--- src/rtl/sr_bank_pkg.sv ---
// Shared definitions for the set/reset flop bank.
// Contents:
//   - MODE encodings that decide what happens when s and r are both high.
//   - Legal ranges for the N and HOLD_CYC parameters.
//   - sr_next(): the next-state function of a single set/reset channel.
package sr_bank_pkg;

  // Resolution applied when s and r are both high.
  localparam int unsigned SR_RST_DOM = 0;  // reset wins, q -> 0
  localparam int unsigned SR_SET_DOM = 1;  // set wins, q -> 1
  localparam int unsigned SR_TOGGLE  = 2;  // q -> ~q
  localparam int unsigned SR_HOLD    = 3;  // q unchanged

  // Legal parameter ranges.
  localparam int unsigned N_MIN        = 1;
  localparam int unsigned N_MAX        = 32;
  localparam int unsigned HOLD_CYC_MIN = 0;
  localparam int unsigned HOLD_CYC_MAX = 255;

  // Next value of one channel, ignoring lockout.
  function automatic logic sr_next(input logic s, input logic r, input logic q,
                                   input int unsigned mode);
    logic nxt;
    nxt = q;
    if (s && !r) begin
      nxt = 1'b1;
    end else if (!s && r) begin
      nxt = 1'b0;
    end else if (s && r) begin
      case (mode)
        SR_RST_DOM: nxt = 1'b0;
        SR_SET_DOM: nxt = 1'b1;
        SR_TOGGLE:  nxt = ~q;
        default:    nxt = q;
      endcase
    end
    return nxt;
  endfunction

endpackage

--- src/rtl/sr_flop_chan.sv ---
// One set/reset channel of the flop bank.
// Behaviour:
//   - The registered q follows s/r with one clock of latency.
//   - After each change of q there is an optional lockout of HOLD_CYC cycles, during which
//     s/r are ignored.
//   - changed is a registered pulse, high for one cycle after each change of q.
//   - conflict is a sticky flag that records s=r=1.
// Parameters:
//   MODE     - how s=r=1 is resolved (encodings in sr_bank_pkg)
//   HOLD_CYC - number of lockout cycles after a change; 0 means no lockout
//   INIT     - value q takes while rst is high
// Ports:
//   clk, rst          - clock; reset is asynchronous and active-high
//   s, r, clr         - set request, reset request, clear for the conflict flag
//   q                 - registered state
//   changed           - one-cycle pulse after q changes
//   busy              - channel is in lockout
//   conflict          - sticky flag, set when s=r=1 is sampled
module sr_flop_chan
  import sr_bank_pkg::*;
#(
  parameter int unsigned MODE     = SR_RST_DOM,
  parameter int unsigned HOLD_CYC = 0,
  parameter logic        INIT     = 1'b0
) (
  input  logic clk,
  input  logic rst,
  input  logic s,
  input  logic r,
  input  logic clr,
  output logic q,
  output logic changed,
  output logic busy,
  output logic conflict
);

  logic q_q, q_d;
  logic changed_q;
  logic conflict_q, conflict_d;
  logic locked;

  always_comb begin
    q_d = q_q;
    if (!locked) begin
      q_d = sr_next(s, r, q_q, MODE);
    end
    // A new conflict beats a simultaneous clear.
    conflict_d = (s & r) | (conflict_q & ~clr);
  end

  always_ff @(posedge clk or posedge rst) begin
    if (rst) begin
      q_q        <= INIT;
      changed_q  <= 1'b0;
      conflict_q <= 1'b0;
    end else begin
      q_q        <= q_d;
      changed_q  <= q_d ^ q_q;
      conflict_q <= conflict_d;
    end
  end

  if (HOLD_CYC == 0) begin : g_no_lock
    assign locked = 1'b0;
  end else begin : g_lock
    localparam int unsigned CntW = $clog2(HOLD_CYC + 1);

    logic [CntW-1:0] cnt_q, cnt_d;

    // q cannot change while locked, so reloading and counting down never coincide.
    always_comb begin
      cnt_d = cnt_q;
      if (q_d != q_q) begin
        cnt_d = CntW'(HOLD_CYC);
      end else if (cnt_q != '0) begin
        cnt_d = cnt_q - 1'b1;
      end
    end

    always_ff @(posedge clk or posedge rst) begin
      if (rst) begin
        cnt_q <= '0;
      end else begin
        cnt_q <= cnt_d;
      end
    end

    assign locked = (cnt_q != '0);
  end

  assign q        = q_q;
  assign changed  = changed_q;
  assign busy     = locked;
  assign conflict = conflict_q;

endmodule

--- src/rtl/sr_flop_bank.sv ---
// Bank of N independent set/reset flops. There is no priority between channels.
// Parameters:
//   N        - number of channels (1..32)
//   MODE     - how s=r=1 is resolved (sr_bank_pkg encodings)
//   HOLD_CYC - lockout cycles after a change of q (0..255); 0 disables lockout
//   INIT     - reset value of q, one bit per channel
// Ports:
//   clk, rst                  - clock; reset is asynchronous and active-high
//   s, r, clr  [N-1:0]        - set request, reset request, conflict clear
//   q, q0      [N-1:0]        - registered state and its complement
//   changed    [N-1:0]        - one-cycle pulse after q changes
//   busy       [N-1:0]        - channel is in lockout
//   conflict   [N-1:0]        - sticky s=r=1 flag
// Build option:
//   SR_FLOP_BANK_SYNC_EN - when defined, s, r and clr each pass through a 2-flop
//                          synchroniser, which makes the s/r-to-q latency 3 cycles.
module sr_flop_bank
  import sr_bank_pkg::*;
#(
  parameter int unsigned   N        = 8,
  parameter int unsigned   MODE     = SR_RST_DOM,
  parameter int unsigned   HOLD_CYC = 0,
  parameter logic [N-1:0]  INIT     = '0
) (
  input  logic         clk,
  input  logic         rst,
  input  logic [N-1:0] s,
  input  logic [N-1:0] r,
  input  logic [N-1:0] clr,
  output logic [N-1:0] q,
  output logic [N-1:0] q0,
  output logic [N-1:0] changed,
  output logic [N-1:0] busy,
  output logic [N-1:0] conflict
);

  logic [N-1:0] s_y, r_y, clr_y;

`ifdef SR_FLOP_BANK_SYNC_EN
  logic [N-1:0] s_m, r_m, clr_m;

  always_ff @(posedge clk or posedge rst) begin
    if (rst) begin
      s_m   <= '0;
      r_m   <= '0;
      clr_m <= '0;
      s_y   <= '0;
      r_y   <= '0;
      clr_y <= '0;
    end else begin
      s_m   <= s;
      r_m   <= r;
      clr_m <= clr;
      s_y   <= s_m;
      r_y   <= r_m;
      clr_y <= clr_m;
    end
  end
`else
  assign s_y   = s;
  assign r_y   = r;
  assign clr_y = clr;
`endif

  for (genvar i = 0; i < N; i++) begin : g_chan
    sr_flop_chan #(
      .MODE     (MODE),
      .HOLD_CYC (HOLD_CYC),
      .INIT     (INIT[i])
    ) u_chan (
      .clk      (clk),
      .rst      (rst),
      .s        (s_y[i]),
      .r        (r_y[i]),
      .clr      (clr_y[i]),
      .q        (q[i]),
      .changed  (changed[i]),
      .busy     (busy[i]),
      .conflict (conflict[i])
    );
  end

  assign q0 = ~q;

endmodule

--- config.mk ---
export PLATFORM = sky130hd
export DESIGN_NAME = sr_flop_bank
export DESIGN_NICKNAME = d
export VERILOG_FILES = /design/src/rtl/sr_bank_pkg.sv /design/src/rtl/sr_flop_chan.sv /design/src/rtl/sr_flop_bank.sv
export SDC_FILE = /design/constraint.sdc
export NUM_CORES = 1
export LEC_CHECK = 0
export BUFFER_PORTS_ARGS = -buffer_cell sky130_fd_sc_hd__buf_2
export CAP_MARGIN = 10
export CORE_MARGIN = 3
export CORE_UTILIZATION = 39
export CTS_BUF_LIST = sky130_fd_sc_hd__clkbuf_8
export DETAILED_ROUTE_END_ITERATION = 8
export PLACE_DENSITY = 0.76
export SETUP_SLACK_MARGIN = 0.05
export SYNTH_ARGS = -nofsm -noshare
export SYNTH_HDL_FRONTEND = slang
export SYNTH_HIERARCHICAL = 1
export SYNTH_SLANG_ARGS = --single-unit
--- constraint.sdc ---
create_clock -name clk -period 0.8 [get_ports clk]
set_input_delay 0.16 -clock clk [delete_from_list [all_inputs] [get_ports clk]]
set_output_delay 0.16 -clock clk [all_outputs]
set_load 0.05 [all_outputs]
==> impl_metrics.csv <==
group,metric,value,unit
global_route,grt_usage,16.1,%
global_route,grt_remaining_overflow,0,
yosys,synth-seq-area-share,56.6,%
detailed_routing,drc,0,
floorplan,core.rowCount,18,
clock_tree,cts.sinks,24,
flow_run,drv_cap,0,
layout,n_antenna_cell,0,
detailed_routing,drt_iter0_markers,30,
layout,design_area,1760,sq um
layout,area_growth_syn_to_layout,65.4,%
yosys,synth_fp_nets,146,
sta,rsz0062_at_grt,"true",
detailed_routing,wl_per_cell,11.6,um
sta,setup_viol_count_final,40,
power,leakagePower,0.915,nW
layout,fin_nets,212,
yosys,synth_cell_type_count,9,
worst_setup_path,cp.required,0.64,ns
worst_setup_path,path_class,"reg2out",
worst_hold_path,hp-class,"in2reg",
floorplan,coreArea,2520,sq um
yosys,syn_avg_cell_area,8.84,sq um
worst_setup_path,cp_cell_sequence,"inv_2, buf_8",
place,port-buffer-count,57,
yosys,netlist_area,1060,sq um
floorplan,dieArea,3380,sq um
floorplan,die_w,58.2,um
run_status,status,"finished, violations left",
worst_setup_path,crit_arrival,0.90,ns
global_route,grt_pass1_wl,4240,um
detailed_routing,via_per_inst,4.33,
sta,fin_ws,-0.258,ns
global_route,grt_max_degree,14,
layout,most-common-layout-cells,"buf_2 (25), buf_6 (20), dfrtp_2 (16)",
clock_tree,h-tree-depth,1,
sta,final_hold_viol_count,0,
worst_setup_path,crit_fanout,3,
global_route,antenna_found_initial,0,
sta,fmax,945,MHz
clock_tree,cts_tree,"done",
sta,drv_slew,0,
floorplan,start_util,42.1,%
detailed_routing,drtAntennaViolNets,0,
place,postPlaceCellArea,1400,sq um
layout,drive_above_1_share,63.8,%
worst_setup_path,cp_slowest_cell,"dfrtp_2",
yosys,ys_warn_count,6,
place,dp_worst_setup_slack,-0.0581,ns
layout,layout_commonest_cell,"buf_2",
yosys,synth-seq-cells,24,
detailed_routing,wirelength,2500,um
clock_tree,cts.clk_slew.worst_paths,0.08,ns
clock_tree,clock_latency,0.26,ns
global_route,grt_pass1_vias,996,
worst_setup_path,start_kind,"register",
worst_setup_path,endpoint_kind,"output port",
run_status,violations,"setup timing",
worst_setup_path,critPathMaxStageDelay,0.43,ns
power,ir_worst_vdd,1.40,mV
clock_tree,cts_made_buffers,3,
sta,skew,0.000557,ns
place,dp_hpwl,1910,um
floorplan,die_height,58.2,um
detailed_routing,firstDrtPassIters,3,
clock_tree,root_buffer,"clkbuf_8",
yosys,synth_cells,120,
floorplan,io_pins,66,
place,gp_routability_congestion,0.734,
power,p_total,3.43,mW
sta,period_minus_slack,1.06,ns
layout,fillers,202,
sta,whs,0.0566,ns
power,power.density,1950,nW/um^2
sta,fin_crit_sh,132,%
detailed_routing,vias,931,
clock_tree,cts_buffer_depth,2,
==> stage by stage <==
stage	TNS [ns]	util, %	cells
after floorplan	-1.91	-	120
after global placement	-0.283	55.7	207
after detailed placement	-0.378	55.7	207
after CTS	-7.30	67.5	214
after global routing	-8.53	69.6	215
final	-7.05	69.6	215
==> cell usage after synthesis (all sizes together) <==
library cell	count	area [sq um]
nor2	16	60.1
buf	8	60.1
nand2	16	60.1
o21ai	16	110
inv	24	90.1
conb	8	30.0
nand2b	8	50.1
dfrtp	24	601
==> area by class of cell <==
class / count / area, sq um / share of cell area, %
Sequential cell: 24 / 621 / 35.4
Timing Repair Buffer: 69 / 593 / 33.8
Multi-Input combinational cell: 64 / 359 / 20.5
Clock buffer: 4 / 55.1 / 3.14
Tap cell: 30 / 37.5 / 2.14
Inverter: 24 / 90.1 / 5.13
==> final timing paths <==
| kind | slack, ns | endpoint | start | cells after the start |
|---|---|---|---|---|
| max reg2reg | -0.10 | g_chan[7].u_chan/q | g_chan[7].u_chan/q | 4 |
| max in group asynchronous | 0.24 | g_chan[7].u_chan/conflict | rst | 3 |
| min reg2reg | 0.54 | g_chan[1].u_chan/conflict | g_chan[1].u_chan/conflict | 2 |
| max | -0.26 | q0[7] | g_chan[7].u_chan/q | 2 |
| min | 0.06 | g_chan[1].u_chan/conflict | clr[1] | 2 |
| min in group asynchronous | 0.39 | g_chan[0].u_chan/q | rst | 3 |
==> where the power goes <==
| part | internal [mW] | switching [mW] | total [mW] | leakage [nW] |
|---|---|---|---|---|
| registers | 1.32 | 0.0715 | 1.39 | 0.279 |
| logic | 0.430 | 0.791 | 1.22 | 0.607 |
| clock network | 0.439 | 0.378 | 0.817 | 0.0288 |
| total | 2.19 | 1.24 | 3.43 | 0.915 |
==> cell families (layout without fill, tap and decap cells) <==
kind of cell	after synthesis	in the layout	share of synthesized area, %
and+or+nand+nor	40	40	16.0
buffers and inverters	32	97	14.2
DFF	24	24	56.6
AOI/OAI and AO/OA	16	16	10.4
other	8	8	2.83
==> flip-flops by register name, summed over array words and instances (netlist names) <==
| signal | flops |
|---|---|
| g_chan.u_chan/q | 8 |
| g_chan.u_chan/changed | 8 |
| g_chan.u_chan/conflict | 8 |
==> worst max-delay path: cells and delay by family, from the launching register on <==
kind / cells / cell delay [ns]
flip-flops: 1 / 0.43
buffers and inverters: 2 / 0.21
==> per-layer routing <==
layer  GRT usage, %  wire [um]  up-vias
met5              0          0        -
met4           7.28         27        0
met3           2.00        164        2
met2           31.0       1420       38
met1           17.2        896      433
li1               -          -      458
==> repair_timing <==
item                                   CTS  global route
setup endpoints to repair               48            48
setup buffers                            2             1
resized for setup                       78            15
pin swaps                                0             0
hold buffers                             1             0
endpoints found under the hold margin   24             0
No activity file was read; power rests on OpenSTA's default activity.
